$ cat config.mk
export PLATFORM = sky130hd
export DESIGN_NAME = uart_frame_sequencer
export DESIGN_NICKNAME = d
export VERILOG_FILES = /design/src/rtl/uart_frame_sequencer.sv
export SDC_FILE = /design/constraint.sdc
export NUM_CORES = 1
export LEC_CHECK = 0
export CORE_MARGIN = 2
export CORE_UTILIZATION = 57
export CTS_BUF_LIST = sky130_fd_sc_hd__clkbuf_8
export CTS_CLUSTER_SIZE = 8
export DETAILED_ROUTE_END_ITERATION = 8
export GPL_TIMING_DRIVEN = 0
export PLACE_DENSITY = 0.82
export SYNTH_ARGS = -nofsm -noshare
export SYNTH_HDL_FRONTEND = slang
export SYNTH_SLANG_ARGS = --single-unit
$ cat constraint.sdc
create_clock -name clk -period 2.5 [get_ports clk]
set_input_delay 0.375 -clock clk [delete_from_list [all_inputs] [get_ports clk]]
set_output_delay 0.375 -clock clk [all_outputs]
set_load 0.02 [all_outputs]
$ cat src/rtl/uart_frame_sequencer.sv
// Streams one capture frame (sync, length, samples, checksum) into the
// byte-wide UART transmitter using its enable/write handshake.
module uart_frame_sequencer #(
    parameter int         N_SAMPLES   = 256,
    parameter int         ADDR_W      = 8,
    parameter logic [7:0] SYNC0       = 8'hAA,
    parameter logic [7:0] SYNC1       = 8'h55,
    parameter int         ACK_TIMEOUT = 8
) (
    input  logic              clk,
    input  logic              rst,
    input  logic              start,
    output logic              busy,
    output logic              done,
    output logic              retry,
    output logic [ADDR_W-1:0] mem_addr,
    input  logic [7:0]        mem_data,
    output logic              tx_enable,
    output logic [7:0]        tx_data,
    input  logic              tx_write
);

    localparam int IW = $clog2(N_SAMPLES + 4) + 1;
    localparam int CW = $clog2(ACK_TIMEOUT) + 1;

    localparam logic [IW-1:0] I_SY1  = IW'(1);
    localparam logic [IW-1:0] I_LEN  = IW'(2);
    localparam logic [IW-1:0] I_S0   = IW'(3);
    localparam logic [IW-1:0] I_SL   = IW'(N_SAMPLES + 2);
    localparam logic [IW-1:0] I_LAST = IW'(N_SAMPLES + 3);
    localparam logic [7:0]    LEN_B  = 8'((N_SAMPLES - 1) % 256);
    localparam logic [CW-1:0] TO_END = CW'(ACK_TIMEOUT - 1);

    typedef enum logic [2:0] {
        IDLE,
        LOAD,
        SEND,
        WAIT_ACK,
        WAIT_DONE,
        FINISH
    } state_t;

    state_t        state;
    logic [IW-1:0] idx;
    logic [7:0]    csum;
    logic [CW-1:0] cnt;
    logic          ram_wait;

    always_ff @(posedge clk) begin
        if (!rst) begin
            state     <= IDLE;
            busy      <= 1'b0;
            done      <= 1'b0;
            retry     <= 1'b0;
            tx_enable <= 1'b0;
            tx_data   <= 8'h00;
            mem_addr  <= '0;
            idx       <= '0;
            csum      <= 8'h00;
            cnt       <= '0;
            ram_wait  <= 1'b0;
        end else begin
            tx_enable <= 1'b0;
            done      <= 1'b0;
            retry     <= 1'b0;
            unique case (state)
                IDLE: begin
                    if (start && tx_write) begin
                        state    <= LOAD;
                        busy     <= 1'b1;
                        idx      <= '0;
                        csum     <= 8'h00;
                        mem_addr <= '0;
                        ram_wait <= 1'b0;
                    end
                end
                LOAD: begin
                    unique case (1'b1)
                        (idx == '0): begin
                            tx_data <= SYNC0;
                            state   <= SEND;
                        end
                        (idx == I_SY1): begin
                            tx_data <= SYNC1;
                            state   <= SEND;
                        end
                        (idx == I_LEN): begin
                            tx_data <= LEN_B;
                            state   <= SEND;
                        end
                        (idx == I_LAST): begin
                            tx_data <= csum;
                            state   <= SEND;
                        end
                        default: begin
                            // first cycle covers the synchronous RAM latency
                            if (!ram_wait) begin
                                ram_wait <= 1'b1;
                            end else begin
                                ram_wait <= 1'b0;
                                tx_data  <= mem_data;
                                state    <= SEND;
                            end
                        end
                    endcase
                end
                SEND: begin
                    tx_enable <= 1'b1;
                    cnt       <= '0;
                    state     <= WAIT_ACK;
                end
                WAIT_ACK: begin
                    if (!tx_write) begin
                        state <= WAIT_DONE;
                    end else if (cnt == TO_END) begin
                        retry <= 1'b1;
                        state <= SEND;
                    end else begin
                        cnt <= cnt + 1'b1;
                    end
                end
                WAIT_DONE: begin
                    if (tx_write) begin
                        if (idx >= I_LEN && idx <= I_SL)
                            csum <= csum + tx_data;
                        if (idx == I_LAST) begin
                            state <= FINISH;
                        end else begin
                            idx <= idx + 1'b1;
                            // hold the last sample address; never wrap
                            if (idx >= I_S0 && idx < I_SL)
                                mem_addr <= mem_addr + 1'b1;
                            state <= LOAD;
                        end
                    end
                end
                FINISH: begin
                    done  <= 1'b1;
                    busy  <= 1'b0;
                    state <= IDLE;
                end
                default: state <= IDLE;
            endcase
        end
    end

endmodule

==> results of run 1 <==
-- worst reg2reg max path, cell delays in order (launching register included) --
cell,delay [ns]
sky130_fd_sc_hd__dfxtp_2,0.37
sky130_fd_sc_hd__ha_1,0.25
sky130_fd_sc_hd__and3b_1,0.18
sky130_fd_sc_hd__and4_1,0.21
sky130_fd_sc_hd__nand2b_1,0.14
sky130_fd_sc_hd__clkbuf_4,0.19
sky130_fd_sc_hd__o31a_1,0.32
sky130_fd_sc_hd__buf_2,0.18
sky130_fd_sc_hd__or3_1,0.35
sky130_fd_sc_hd__a21oi_1,0.14
-- through the flow --
step           util (%)    TNS, ns  hold slack, ns  cell area [µm²]  instances
6_report          70.20          0          0.4844             3057        406
4_1_cts           69.89          0          0.4848             3043        406
5_1_grt           70.20  -0.006343          0.5186             3057        406
3_5_place_dp      67.36     -2.268          0.4691             2933        398
2_1_floorplan         -          0          0.4489             2567        316
3_3_place_gp      67.36     -1.949          0.4566             2933        398
-- worst max-delay path by stage --
| stage | start | end | slack [ns] |
|---|---|---|---|
| 5_1_grt | idx[0] | mem_addr[5] | -0.006 |
| 3_3_place_gp | tx_write | csum[7] | -0.25 |
| 4_1_cts | tx_write | csum[7] | 0.03 |
| 6_report | idx[0] | mem_addr[3] | 0.11 |
| 3_5_place_dp | tx_write | csum[7] | -0.28 |
| 2_1_floorplan | idx[0] | mem_addr[7] | 0.29 |
-- placed cells by master (no fill, tap or decap), types with 5 or more instances in the layout --
| master | n |
|---|---|
| sky130_fd_sc_hd__dfxtp_1 | 44 |
| sky130_fd_sc_hd__a31oi_1 | 5 |
| sky130_fd_sc_hd__a22oi_1 | 12 |
| sky130_fd_sc_hd__clkbuf_8 | 5 |
| sky130_fd_sc_hd__clkdlybuf4s50_1 | 30 |
| sky130_fd_sc_hd__ha_1 | 13 |
| sky130_fd_sc_hd__nand3_1 | 16 |
| sky130_fd_sc_hd__nand2_1 | 22 |
| sky130_fd_sc_hd__or4_1 | 5 |
| sky130_fd_sc_hd__nor2b_1 | 6 |
| sky130_fd_sc_hd__inv_1 | 14 |
| sky130_fd_sc_hd__o21ai_0 | 27 |
| sky130_fd_sc_hd__o21a_1 | 5 |
| sky130_fd_sc_hd__nor2_1 | 30 |
| sky130_fd_sc_hd__a21oi_1 | 24 |
| sky130_fd_sc_hd__clkbuf_1 | 9 |
| sky130_fd_sc_hd__nor3_1 | 13 |
| sky130_fd_sc_hd__xor2_1 | 6 |
| sky130_fd_sc_hd__xnor2_1 | 7 |
-- power groups by stage --
stage                     clock (mW)  sequential (mW)  combinational [mW]
after floorplan                    0            0.836               0.153
after global placement             0            0.810               0.289
after detailed placement           0            0.810               0.294
after CTS                      0.553            0.793               0.298
after global routing           0.581            0.799               0.328
final                          0.546            0.795               0.300
-- flip-flops by register name, summed over array words and instances (netlist names) --
name and flops:
idx 10, csum 8, mem_addr 8, tx_data 8, cnt 4, state 3
busy 1, done 1, ram_wait 1, retry 1, tx_enable 1
-- synthesized netlist by cell type, types with 2 or more instances --
master                     number  share of area [%]
sky130_fd_sc_hd__a31oi_1        5                1.2
sky130_fd_sc_hd__ha_1          13                6.3
sky130_fd_sc_hd__o21a_1         6                1.8
sky130_fd_sc_hd__dfxtp_1       46                 36
sky130_fd_sc_hd__nor2_1        30                4.4
sky130_fd_sc_hd__and2_1         4               0.97
sky130_fd_sc_hd__nor2b_1        6                1.5
sky130_fd_sc_hd__xor2_1         6                2.0
sky130_fd_sc_hd__xnor2_1        7                2.4
sky130_fd_sc_hd__a22oi_1       12                3.5
sky130_fd_sc_hd__inv_1         13                1.9
sky130_fd_sc_hd__clkbuf_1      10                1.5
sky130_fd_sc_hd__nand2b_1       2               0.49
sky130_fd_sc_hd__nand3_1       16                3.1
sky130_fd_sc_hd__and3b_1        2               0.68
sky130_fd_sc_hd__nor3_1        13                2.5
sky130_fd_sc_hd__o31ai_1        4                1.2
sky130_fd_sc_hd__o21ai_0       27                5.3
sky130_fd_sc_hd__o31a_1         4                1.4
sky130_fd_sc_hd__and3_1         3               0.73
sky130_fd_sc_hd__or4_1          5                1.5
sky130_fd_sc_hd__nand2_1       22                3.2
sky130_fd_sc_hd__buf_2          2               0.39
sky130_fd_sc_hd__and4_1         2               0.68
sky130_fd_sc_hd__nand4_1        3               0.73
sky130_fd_sc_hd__a21oi_1       24                4.7
sky130_fd_sc_hd__nand3b_1       2               0.58
sky130_fd_sc_hd__or3_1          4               0.97
-- metal layers --
layer	vias up	share of wire [%]	routed length (µm)	global-route usage, %
met5	-	0	0	0
met4	0	0.96	58	6.289
met3	8	4.1	251	4.416
met2	56	48	2893	43.72
met1	1154	47	2862	33.12
li1	1217	-	-	-
-- cell families (layout without fill, tap and decap cells) --
| group | Yosys count | count (layout) | share of synthesized area [%] |
|---|---|---|---|
| flip-flops | 46 | 46 | 35.87 |
| multiplexers | 2 | 2 | 0.8284 |
| adder cells (fa/ha/maj) | 14 | 14 | 7.115 |
| AO/OA/AOI/OAI | 93 | 93 | 22.66 |
| XOR/XNOR | 13 | 13 | 4.435 |
| AND/OR/NAND/NOR | 122 | 122 | 25.20 |
| buffers and inverters | 26 | 64 | 3.899 |
-- final cells by class --
cell class	instances	share of cell area, %
Clock inverter	3	1.351
Clock buffer	5	2.251
Inverter	13	1.596
Buffer	13	1.801
Tap cell	52	2.129
Timing Repair Buffer	30	9.824
Multi-Input combinational cell	244	50.84
Sequential cell	46	30.21
==> key figures, run 1 <==
Drt
  – Number of nets with antenna violations after detailed routing: 0
  – Routed wirelength normalized by instance count: ~15 µm
  – Via Count: ~2400
  – Initial DRC count: approximately 140
  – Routed Wire Length: around 6000 µm
  – DRC: 0
  – Vias per Instance: 5.998
  – Number of detailed-routing iterations run before antenna repair: 4

Timing
  – Transition time at the pin with the least slew margin: approximately 0.54 ns
  – Final Hold Fails: 0
  – Setup WS post-layout: roughly 0.11 ns
  – Timing-limited maximum frequency: roughly 420 MHz
  – Shortest clock period the worst path allows after layout: between 2 and 2.5 ns
  – Relative slew margins: around 64%
  – Max-slew violations: 0
  – # setup viols final: 0
  – Setup skew after layout: around 0.0092 ns
  – Setup repair after global routing missed its margin: yes
  – Ratio of final minimum period to clock period: a little over nine tenths

Synthesis
  – Mean instance size in the synthesized netlist: between 8 and 9 µm²
  – Synth Instances: between 300 and 400
  – Async set-or-reset flop fraction in the synthesized netlist: 0%
  – Predominant post-synthesis flop cell: sky130_fd_sc_hd__dfxtp_1
  – Count of cell types in the netlist: 51
  – Syn. warnings: 0
  – Post-synthesis net count: between 300 and 400
  – EDFF count, synth: 0
  – Flop and latch count out of synthesis: 46
  – Part of the Yosys area used for sequential elements: between 30% and 40%
  – Total standard cell area after synthesis: 2567 µm²

Power and ir drop
  – Clock network power share: 33.3%
  – Power per unit of standard cell area: around 540 nW/µm²
  – Power share of the combinational group: a little under a fifth
  – Net load switching power: roughly 0.46 mW
  – Overall Power: 1.642 mW
  – Cell-internal power: between 1 and 1.5 mW
  – LEAKAGE: about 1.1 nW
  – IR drop worst, VDD: a little over 0.4 mV
  – Switching share of total power: between 20% and 30%
  – Share of power burned in registers: about half

Global routing
  – Global-route wire length before repair: around 11000 µm
  – Largest net degree at the start of global routing: 15
  – Vias in the first global route: approximately 2400
  – Remaining global-route overflow: 0
  – Total routing usage reported by global routing: around a quarter
  – Number of antenna violations at the first check in global routing: 0

Setup path
  – Endpoint class of the critical path: flip-flop
  – Startpoint kind of the worst setup timing path: flip-flop
  – Data required time of the worst path: about 2.7 ns
  – Master of the slowest instance on the critical path: sky130_fd_sc_hd__dfxtp_2
  – Stages on worst setup path: 9
  – Delay contributed by the slowest stage of the critical path: 0.37 ns
  – Category of cells accounting for the largest share of critical-path delay: simple AND/OR/NAND/NOR gates
  – Buffers plus inverters on the worst setup path: 2
  – Crit Path Max Fanout: 10
  – Reg-to-Reg End: mem_addr[3]
  – Reg-to-reg critical path startpoint: idx[0]
  – Setup CP Type: reg2reg
  – Worst-case register-to-register setup slack: roughly 0.11 ns
  – Depth of the most critical reg-to-reg path: 9
  – Critical path arrival: ~2.6 ns
  – Cells along the critical path: ha_1 -> and3b_1 -> and4_1 -> nand2b_1 -> clkbuf_4 -> o31a_1 -> buf_2 -> or3_1 -> a21oi_1

Cells and area
  – FF+latch area: between 900 and 1000 µm²
  – Combined area of the multi-input logic cells: between 1500 and 2000 µm²
  – Nets: approximately 380
  – Number of diodes: 0
  – Synth-to-layout area growth: 19.05%
  – Layout cells sized above 1: around 5.4%
  – Count of fill cells added during filler insertion: between 300 and 400

Worst hold path
  – Hold_sp: mem_addr[7]
  – Hold path endpoint: mem_addr[7]
  – Number of cells on the worst hold path: 2
  – Classification of the worst-slack hold path: reg2reg

CTS
  – Number of buffers inserted to repair setup after CTS: 0
  – Num Clock Sinks: 46
  – Clk slew on worst S/H paths: 0.09 ns
  – H-tree depth: 2
  – Clock buffer count from CTS: 5
  – CTS tree: done
  – Buffer depth of the longest clock path: 2
  – # resized after CTS: 0
  – Clock latency reported for the late side of the worst-skew pair: 0.30 ns
  – Count of hold buffers inserted by post-cts repair: 0
  – Cell at the root of the clock tree: sky130_fd_sc_hd__clkbuf_8

Floorplan
  – Chip Height: between 70 and 80 µm
  – DIE WIDTH: a little over 70 µm
  – Total number of placement rows: 24
  – Initial core utilization: between 50% and 60%
  – Die footprint: a little over 5000 µm²
  – Number of primary I/O pins: 32
  – Area of the core: roughly 4400 µm²

Flow run
  – Max-cap violations: 0

Placement
  – Count of port buffers added during placement: 30
  – Placed wire-length estimate after detailed placement: between 4000 and 5000 µm
  – Worst Setup Slack post-DPL: -0.2824 ns
  – Routability Congestion: 0.8839

Status
  – Outcome: finished clean
(Power assumes the default switching activity.)
==> inputs of run 2 (changes only) <==
--- a/config.mk
+++ b/config.mk
@@ -8,6 +8,7 @@
 export CORE_MARGIN = 2
 export CORE_UTILIZATION = 57
 export CTS_BUF_LIST = sky130_fd_sc_hd__clkbuf_8
+export CTS_CLUSTER_DIAMETER = 80
 export CTS_CLUSTER_SIZE = 8
 export DETAILED_ROUTE_END_ITERATION = 8
 export GPL_TIMING_DRIVEN = 0
==> results of run 2 <==
Same layout as run 1: the final DEF is identical, and so are final timing and power.
